File: src/rtl/rv32i_types.sv
// Shared core types: CDB request/broadcast records, functional-unit indices and tag width.
package rv32i_types;

  localparam int unsigned ROB_IDX_W  = 5;
  localparam int unsigned DATA_W     = 32;
  localparam int unsigned NUM_FU     = 3;
  localparam int unsigned REG_ADDR_W = 5;

  typedef enum logic [1:0] {
    fu_alu = 2'd0,
    fu_mul = 2'd1,
    fu_mem = 2'd2
  } fu_idx_e;

  typedef struct packed {
    logic                  valid;
    logic [ROB_IDX_W-1:0]  rob_idx;
    logic [REG_ADDR_W-1:0] rd_addr;
    logic                  regf_we;
    logic [DATA_W-1:0]     data;
  } cdb_req_t;

  typedef struct packed {
    logic                  valid;
    logic [ROB_IDX_W-1:0]  rob_idx;
    logic [REG_ADDR_W-1:0] rd_addr;
    logic                  regf_we;
    logic [DATA_W-1:0]     data;
  } cdb_out_t;

endpackage

File: src/rtl/cdb_arbiter_if.sv
// Functional-unit request bundle and CDB broadcast bundle around the CDB arbiter.
interface cdb_arbiter_if #(
  parameter int unsigned NUM_REQ   = 3,
  parameter int unsigned ROB_IDX_W = 5,
  parameter int unsigned DATA_W    = 32
);
  logic [NUM_REQ-1:0]                req_valid;
  logic [NUM_REQ-1:0][ROB_IDX_W-1:0] req_rob_idx;
  logic [NUM_REQ-1:0][4:0]           req_rd_addr;
  logic [NUM_REQ-1:0]                req_regf_we;
  logic [NUM_REQ-1:0][DATA_W-1:0]    req_data;
  logic [NUM_REQ-1:0]                req_ready;

  logic                 cdb_valid;
  logic [ROB_IDX_W-1:0] cdb_rob_idx;
  logic [4:0]           cdb_rd_addr;
  logic                 cdb_regf_we;
  logic [DATA_W-1:0]    cdb_data;

  // Requester side (functional units) plus the broadcast consumers.
  modport master (
    output req_valid, req_rob_idx, req_rd_addr, req_regf_we, req_data,
    input  req_ready,
    input  cdb_valid, cdb_rob_idx, cdb_rd_addr, cdb_regf_we, cdb_data
  );

  modport slave (
    input  req_valid, req_rob_idx, req_rd_addr, req_regf_we, req_data,
    output req_ready,
    output cdb_valid, cdb_rob_idx, cdb_rd_addr, cdb_regf_we, cdb_data
  );
endinterface

File: src/rtl/rr_picker.sv
// Combinational round-robin picker: first set request at or after ptr, wrapping.
module rr_picker #(
  parameter int unsigned NUM_REQ = 3,
  parameter int unsigned PTR_W   = (NUM_REQ > 1) ? $clog2(NUM_REQ) : 1
) (
  input  logic [NUM_REQ-1:0] req,
  input  logic [PTR_W-1:0]   ptr,
  output logic [NUM_REQ-1:0] grant,
  output logic [PTR_W-1:0]   idx,
  output logic               any
);

  always_comb begin
    logic [PTR_W-1:0] k;
    grant = '0;
    idx   = '0;
    any   = 1'b0;
    k     = '0;
    for (int unsigned i = 0; i < NUM_REQ; i++) begin
      k = PTR_W'((32'(ptr) + i) % NUM_REQ);
      if (!any && req[k]) begin
        any      = 1'b1;
        grant[k] = 1'b1;
        idx      = k;
      end
    end
  end

endmodule

File: src/rtl/cdb_arbiter.sv
// Round-robin arbiter for the common data bus with a registered one-cycle broadcast.
module cdb_arbiter
  import rv32i_types::*;
#(
  parameter int unsigned NUM_REQ   = NUM_FU,
  parameter int unsigned ROB_IDX_W = rv32i_types::ROB_IDX_W,
  parameter int unsigned DATA_W    = rv32i_types::DATA_W
) (
  input  logic                     clk,
  input  logic                     rst,
  input  logic                     flush,
  cdb_arbiter_if.slave             bus,
  output logic [NUM_REQ-1:0][15:0] grant_cnt
);

  localparam int unsigned PtrW = (NUM_REQ > 1) ? $clog2(NUM_REQ) : 1;

  logic [PtrW-1:0]           rr_ptr_d, rr_ptr_q, grant_idx;
  logic [NUM_REQ-1:0]        grant_oh;
  logic                      grant_any, handshake;
  cdb_out_t                  cdb_d, cdb_q;
  logic [NUM_REQ-1:0][15:0]  cnt_d, cnt_q;

  rr_picker #(
    .NUM_REQ(NUM_REQ),
    .PTR_W  (PtrW)
  ) u_rr_picker (
    .req  (bus.req_valid),
    .ptr  (rr_ptr_q),
    .grant(grant_oh),
    .idx  (grant_idx),
    .any  (grant_any)
  );

  // Ready is gated by reset so nothing handshakes while the core is held in reset.
  assign bus.req_ready = (rst && !flush) ? grant_oh : '0;
  assign handshake     = grant_any && rst && !flush;

  always_comb begin
    rr_ptr_d    = rr_ptr_q;
    cdb_d       = cdb_q;
    cdb_d.valid = 1'b0;
    cnt_d       = cnt_q;
    if (handshake) begin
      cdb_d.valid      = 1'b1;
      cdb_d.rob_idx    = bus.req_rob_idx[grant_idx];
      cdb_d.rd_addr    = bus.req_rd_addr[grant_idx];
      cdb_d.data       = bus.req_data[grant_idx];
      // x0 is hardwired, so a write to it must never reach the register file.
      cdb_d.regf_we    = bus.req_regf_we[grant_idx] && (bus.req_rd_addr[grant_idx] != 5'd0);
      cnt_d[grant_idx] = cnt_q[grant_idx] + 16'd1;
      rr_ptr_d         = (grant_idx == PtrW'(NUM_REQ - 1)) ? '0 : grant_idx + PtrW'(1);
    end else if (flush) begin
      rr_ptr_d = '0;
    end
  end

  always_ff @(posedge clk or negedge rst) begin
    if (!rst) begin
      rr_ptr_q <= '0;
      cdb_q    <= '0;
      cnt_q    <= '0;
    end else begin
      rr_ptr_q <= rr_ptr_d;
      cdb_q    <= cdb_d;
      cnt_q    <= cnt_d;
    end
  end

  assign bus.cdb_valid   = cdb_q.valid;
  assign bus.cdb_rob_idx = cdb_q.rob_idx;
  assign bus.cdb_rd_addr = cdb_q.rd_addr;
  assign bus.cdb_regf_we = cdb_q.regf_we;
  assign bus.cdb_data    = cdb_q.data;
  assign grant_cnt       = cnt_q;

endmodule

File: src/flat_wrapper.sv
// flat-port wrapper written by rule: the top's interface ports become plain ports
module cdb_arbiter_flat import rv32i_types::*;
#(
  parameter int unsigned NUM_REQ   = NUM_FU,
  parameter int unsigned ROB_IDX_W = rv32i_types::ROB_IDX_W,
  parameter int unsigned DATA_W    = rv32i_types::DATA_W
)
  (clk, rst, flush, grant_cnt, bus_req_valid, bus_req_rob_idx, bus_req_rd_addr, bus_req_regf_we, bus_req_data, bus_req_ready, bus_cdb_valid, bus_cdb_rob_idx, bus_cdb_rd_addr, bus_cdb_regf_we, bus_cdb_data);
  cdb_arbiter_if #(.NUM_REQ(NUM_REQ), .ROB_IDX_W(ROB_IDX_W), .DATA_W(DATA_W)) bus_i ();
  input  logic clk;
  input  logic rst;
  input  logic flush;
  output logic [NUM_REQ-1:0][15:0] grant_cnt;
  input wire logic [$bits(bus_i.req_valid)-1:0] bus_req_valid;
  input wire logic [$bits(bus_i.req_rob_idx)-1:0] bus_req_rob_idx;
  input wire logic [$bits(bus_i.req_rd_addr)-1:0] bus_req_rd_addr;
  input wire logic [$bits(bus_i.req_regf_we)-1:0] bus_req_regf_we;
  input wire logic [$bits(bus_i.req_data)-1:0] bus_req_data;
  output wire logic [$bits(bus_i.req_ready)-1:0] bus_req_ready;
  output wire logic [$bits(bus_i.cdb_valid)-1:0] bus_cdb_valid;
  output wire logic [$bits(bus_i.cdb_rob_idx)-1:0] bus_cdb_rob_idx;
  output wire logic [$bits(bus_i.cdb_rd_addr)-1:0] bus_cdb_rd_addr;
  output wire logic [$bits(bus_i.cdb_regf_we)-1:0] bus_cdb_regf_we;
  output wire logic [$bits(bus_i.cdb_data)-1:0] bus_cdb_data;
  assign bus_i.req_valid = bus_req_valid;
  assign bus_i.req_rob_idx = bus_req_rob_idx;
  assign bus_i.req_rd_addr = bus_req_rd_addr;
  assign bus_i.req_regf_we = bus_req_regf_we;
  assign bus_i.req_data = bus_req_data;
  assign bus_req_ready = bus_i.req_ready;
  assign bus_cdb_valid = bus_i.cdb_valid;
  assign bus_cdb_rob_idx = bus_i.cdb_rob_idx;
  assign bus_cdb_rd_addr = bus_i.cdb_rd_addr;
  assign bus_cdb_regf_we = bus_i.cdb_regf_we;
  assign bus_cdb_data = bus_i.cdb_data;
  cdb_arbiter #(.NUM_REQ(NUM_REQ), .ROB_IDX_W(ROB_IDX_W), .DATA_W(DATA_W)) u_core (.clk(clk), .rst(rst), .flush(flush), .bus(bus_i), .grant_cnt(grant_cnt));
endmodule
File: config.mk
export PLATFORM = sky130hd
export DESIGN_NAME = cdb_arbiter_flat
export DESIGN_NICKNAME = d
export VERILOG_FILES = /design/src/rtl/rv32i_types.sv /design/src/rtl/cdb_arbiter_if.sv /design/src/rtl/rr_picker.sv /design/src/rtl/cdb_arbiter.sv /design/src/flat_wrapper.sv
export SDC_FILE = /design/constraint.sdc
export NUM_CORES = 1
export LEC_CHECK = 0
export ABC_CLOCK_PERIOD_IN_PS = 5500
export CORE_MARGIN = 2
export CORE_UTILIZATION = 48
export CTS_BUF_LIST = sky130_fd_sc_hd__clkbuf_8
export CTS_CLUSTER_SIZE = 40
export DETAILED_ROUTE_END_ITERATION = 12
export MAX_ROUTING_LAYER = met4
export PLACE_DENSITY = 0.89
export SLEW_MARGIN = 25
export SYNTH_ARGS = -nofsm -noshare
export SYNTH_HDL_FRONTEND = slang
export SYNTH_SLANG_ARGS = --single-unit
File: constraint.sdc
create_clock -name clk -period 5.5 [get_ports clk]
set_clock_uncertainty 0.1 [all_clocks]
set_input_delay 1.375 -clock clk [delete_from_list [all_inputs] [get_ports clk]]
set_output_delay 1.375 -clock clk [all_outputs]
set_load 0.01 [all_outputs]
# After elaboration in Yosys (flattened, before gate mapping)
# Index checks and enable logic that the tools add are counted.
# totals
ff_bits,94
inputBits,135
output_inout_bits,95
wordCells,81
# op_classes
n_addsub,4
div,3
order_cmp,8
eq_ne,1
n_mux,39
bitwise_logic,2
n_reduce_logical,15
# ops
cell,count
$bmux W32 S2,1
$mod A32 B2 Y32 const B,2
$bwmux W48,1
$mux W44,1
$bmux W16 S2,1
$demux W16 S2,1
$mod A2 B2 Y32 const B,1
$mux W16,2
$mux W32,1
$bmux W5 S2,2
$add A16 B1 Y16 const B,1
$lt A2 B3 Y1 const B,4
$mux W2,6
$mux W3,4
$logic_and A1 B1 Y1,10
$mux W1,10
$mux W5,2
$bmux W1 S2,4
$ge A2 B1 Y1 const B,4
$demux W1 S2,3
$or A3 B3 Y3,2
$reduce_bool A5 Y1,1
$add A2 B1 Y3 const B,1
$add A2 B2 Y3 const B,1
4 further kinds,6

# Logic depth before layout (Yosys ltp)
# logic_depth
depth_word,15
ltp_mapped,17
mapped_depth_nobuf,15

# Modules after synthesis
# Synthesis repeated with hierarchy kept, for this count alone.
# unflattened
hier_cells,569
hier_area_um2,5156.2
# modules_own_cells
mod,n_inst,cells_per_inst,area_each_um2,seq_area_each_um2
cdb_arbiter,1,516,4808.4,2352.3
rr_picker,1,53,347.8,0.0

# Least setup slack after synthesis
# OpenSTA, ideal clock, no wires.
# synth_timing
path_kind,in2reg
startpoint,in bus_req_valid[2]
endpoint,reg u_core.cnt_q (netlist bit u_core.grant_cnt[40])
setup_ns,0.125
arrival_ns,4.197
required_time_ns,5.275
slack_ns,1.078
path_stages,15
path_buffers,2
path_cell_list,buf_2 and2b_1 mux2i_4 or4_1 buf_4 nand2_4 mux2_2 a22oi_1 inv_1 ha_1 inv_1 nor2_1 a31oi_1 a21oi_1 mux2_2
# synth_via
elab_chain_len,14
word_cells_on_any_way,27
cone_classes,add/sub (1); order compare (2); mux (17); reduce/logical (7)
# synth_lines
item,line_no,text
from (decl),flat_wrapper.sv:14,input wire logic [$bits(bus_i.req_valid)-1:0] bus_req_valid;
branches (longest 14 deep; another with $add A16 B1 Y16),n/a,
to (signal assigned),cdb_arbiter.sv:66,cnt_q <= cnt_d;
to (decl),cdb_arbiter.sv:22,"logic [NUM_REQ-1:0][15:0] cnt_d, cnt_q;"
# Parallel ways; which one is timed is not known. The select of a mux whose other input is x is not followed.
# A chain may end at the register's enable or synchronous reset.

# Worst setup path in the final report
# layout_timing
startpoint,in bus_req_valid[2]
endpoint,out bus_req_ready[1]
# layout_via
elab_chain_len,10
word_cells_on_any_way,18
cone_classes,mux (12); bitwise (2); reduce/logical (4)
# layout_lines
item,line_no,text
$bmux W1 S2,rr_picker.sv:21,if (!any && req[k]) begin
$mux W1 (implied by the code),rr_picker.sv:21,
$mux W1,rr_picker.sv:21,
$logic_not A1 Y1,rr_picker.sv:21,
$logic_and A1 B1 Y1,rr_picker.sv:21,
$mux W1,rr_picker.sv:21,
$logic_not A1 Y1,rr_picker.sv:21,
$logic_and A1 B1 Y1,rr_picker.sv:21,
$mux W3 (*),rr_picker.sv:21,
$mux W3 (*),cdb_arbiter.sv:36,assign bus.req_ready = (rst && !flush) ? grant_oh : '0;
to (decl),flat_wrapper.sv:19,output wire logic [$bits(bus_i.req_ready)-1:0] bus_req_ready;
# Every way passes the cells marked *; elsewhere a longest branch is shown, timed or not. The select of a mux whose other input is x is not followed.

==> results.cfg <==
[run_status]
status = finished clean

[setup_path]
critPathArrivalTime_ns = 3.56
crit_type = in2out
cp_max_fo = 9
cp-end-kind = output pin
required_ns = 4.03
cp-start-kind = input port

[routing]
vias = 5572
drtIter0Drc = 365
routed_via_density = 5.61
avgRoutedWirePerCell_um = 17.7
ant_nets = 0
dr.pass1.iters = 5
drc = 0
drt_wl_total_mm = 17.5

[sta]
final.setup.tns_ns = 0
final_hold_viol_count = 0
period_share_pct = 91.5
finalCriticalPeriod_ns = 5.03
tightest_slew_ns = 0.707
relSlewSlack_pct = 52.9
drv_slew = 0
fmax_ghz = 0.199
grt_setup_unrepaired = false
setup_viol = 0

[cells_and_area]
fill_cells = 807
area_growth_pct = 49.0
final_util_pct = 73.4
num_antenna_cells = 0
final_cells = 993
area.sequential_um2 = 2350
nNetsFinal = 988
drive_above_1_share_pct = 9.96
multi_input_area_um2 = 2810

[clocking]
clock_latency_ns = 0.36
clk_pin_slew_ns = 0.09
ctsHtreeMaxLevel = 3
hold_buffers = 0
clk_path_buf_depth = 2
cts-resized-gates = 0
root_buffer = clkbuf_8
cts_setup_buffers = 0
cts_tree = yes
clock_sinks = 94
numCtsBuffers = 9

[global_routing]
first_global_vias = 5321
grt_pass1_wl_mm = 26.6
grt_max_degree = 84
gr-usage-all-layers_pct = 29.2
gr-total-overflow = 0
antenna_found_initial = 0

[placed_design]
dp.cells = 977
hpwl_mm = 13.4
gp_congestion = 1.03
port-buffer-count = 229

[synthesis]
postSynthAreaPerCell_um2 = 8.42
yosys_warnings = 0
ys_ff_latch = 94
yosysSeqAreaShare_pct = 43.9
syn_inst = 637
netlist_area_um2 = 5360
synth_ff_type = dfrtp_1
synth_edf_count = 0
synth-async-reset-ratio_pct = 100
synth_fp_nets = 777
synth_cell_types = 59

[power]
p_per_area_nw_per_um2 = 468
p_total_uw = 3740
p_leak_uw = 0.00340
peakVddDrop_mv = 0.262

[die]
rows = 38
die_h_um = 110
die_w_um = 110
ios = 230
die_area_um2 = 12000
core_region_area_um2 = 10900
initial_core_util_pct = 49.2

[hold_path]
hp-class = reg2reg

[job]
drv_cap = 0
-- where the power goes --
part | leakage (uW) | total (uW) | internal (uW) | switching, uW
Combinational | 0.00208 | 2160 | 970 | 1190
Sequential | 0.00121 | 1070 | 917 | 152
Clock | 0.000112 | 512 | 259 | 254
Total | 0.00340 | 3740 | 2150 | 1590
-- synthesized netlist by cell type, types with 3 or more instances --
cell      instances  area [um^2]
dfrtp_1          94         2350
xor2_1            3         26.3
nor2_1           32          120
nand4_1           4         25.0
o21ai_0          56          280
nand2b_1          6         37.5
buf_2             4         20.0
inv_1             9         33.8
xnor2_1          12          105
ha_1              5         62.6
nand2_1         156          586
a21o_1            5         37.5
nor3_1            4         20.0
a31o_2            3         26.3
clkbuf_1         28          105
a21oi_1          96          480
and3_1            7         43.8
mux2_2           36          405
a31oi_1           5         31.3
buf_1             7         26.3
o22ai_1           3         18.8
nand3_1          16         80.1
-- worst paths after layout --
check | cells past startpoint | slack, ns | to | from
setup / recovery | 7 | 0.47 | bus_req_ready[1] | bus_req_valid[2]
hold / removal | 2 | 0.39 | u_core.bus.cdb_rd_addr[4] | u_core.bus.cdb_rd_addr[4]
setup reg to reg | 13 | 1.22 | u_core.grant_cnt[29] | u_core.rr_ptr_q[1]
hold reg to reg | 2 | 0.39 | u_core.bus.cdb_rd_addr[4] | u_core.bus.cdb_rd_addr[4]
max in group asynchronous | 2 | 3.31 | u_core.bus.cdb_data[28] | rst
min in group asynchronous | 1 | 0.89 | u_core.grant_cnt[19] | rst
-- layout by cell type (no fill, tap or decap), types with 7 or more instances in the layout --
cell,count
xnor2_1,12
nand2_1,156
dfrtp_1,94
and3_1,7
buf_4,15
nand3_1,16
o21ai_0,56
clkbuf_8,9
clkdlybuf4s50_1,228
a21oi_1,96
mux2_2,36
nor2_1,32
inv_1,10
-- registers in the layout, indices dropped and copies added, names as in the netlist --
name and count:
u_core.bus.cdb_data 32, u_core.bus.cdb_rd_addr 5, u_core.bus.cdb_regf_we 1, u_core.bus.cdb_rob_idx 5, u_core.bus.cdb_valid 1, u_core.grant_cnt 48, u_core.rr_ptr_q 2
-- per-layer routing --
metal,part of all wire (%),wire (um),vias up,GRT usage [%]
met2,51,8920,264,48.4
met1,40,6940,2632,35.8
met4,3.1,538,0,11.2
li1,-,-,2624,-
met3,6.5,1140,52,5.04
met5,0,0,-,-
-- worst max-delay path, cell delays in order --
cell             delay [ns]
clkdlybuf4s50_1        0.68
and2b_1                0.25
mux2i_4                0.11
nor2_1                 0.13
a21boi_0               0.14
a211oi_1               0.28
clkdlybuf4s50_1        0.58
-- cells by family (layout without fill, tap and decap cells) --
group	count (synthesis)	after routing	share of synthesized area (%)
AND/OR/NAND/NOR	242	242	19.8
AO/OA/AOI/OAI	187	187	19.4
flip-flops	94	94	43.9
buffers and inverters	53	269	4.22
multiplexers	41	41	9.05
XOR/XNOR	15	15	2.45
adder cells (fa/ha/maj)	5	5	1.17
-- per-stage QoR --
stage	hold WS [ns]	worst slack (ns)	cell area (um^2)
after floorplan	0.398	1.08	5360
after global placement	0.362	0.443	7770
after detailed placement	0.370	0.250	7770
after CTS	0.392	0.476	7990
after global routing	0.413	0.278	7990
final	0.387	0.470	7990
-- cell type report --
| class | count | area share [%] |
|---|---|---|
| Clock buffer | 9 | 1.55 |
| Clock inverter | 7 | 1.22 |
| Tap cell | 140 | 2.19 |
| Timing Repair Buffer | 243 | 30.0 |
| Inverter | 10 | 0.470 |
| Sequential cell | 94 | 29.4 |
| Multi-Input combinational cell | 490 | 35.1 |
No activity file was read; power rests on OpenSTA's default activity.
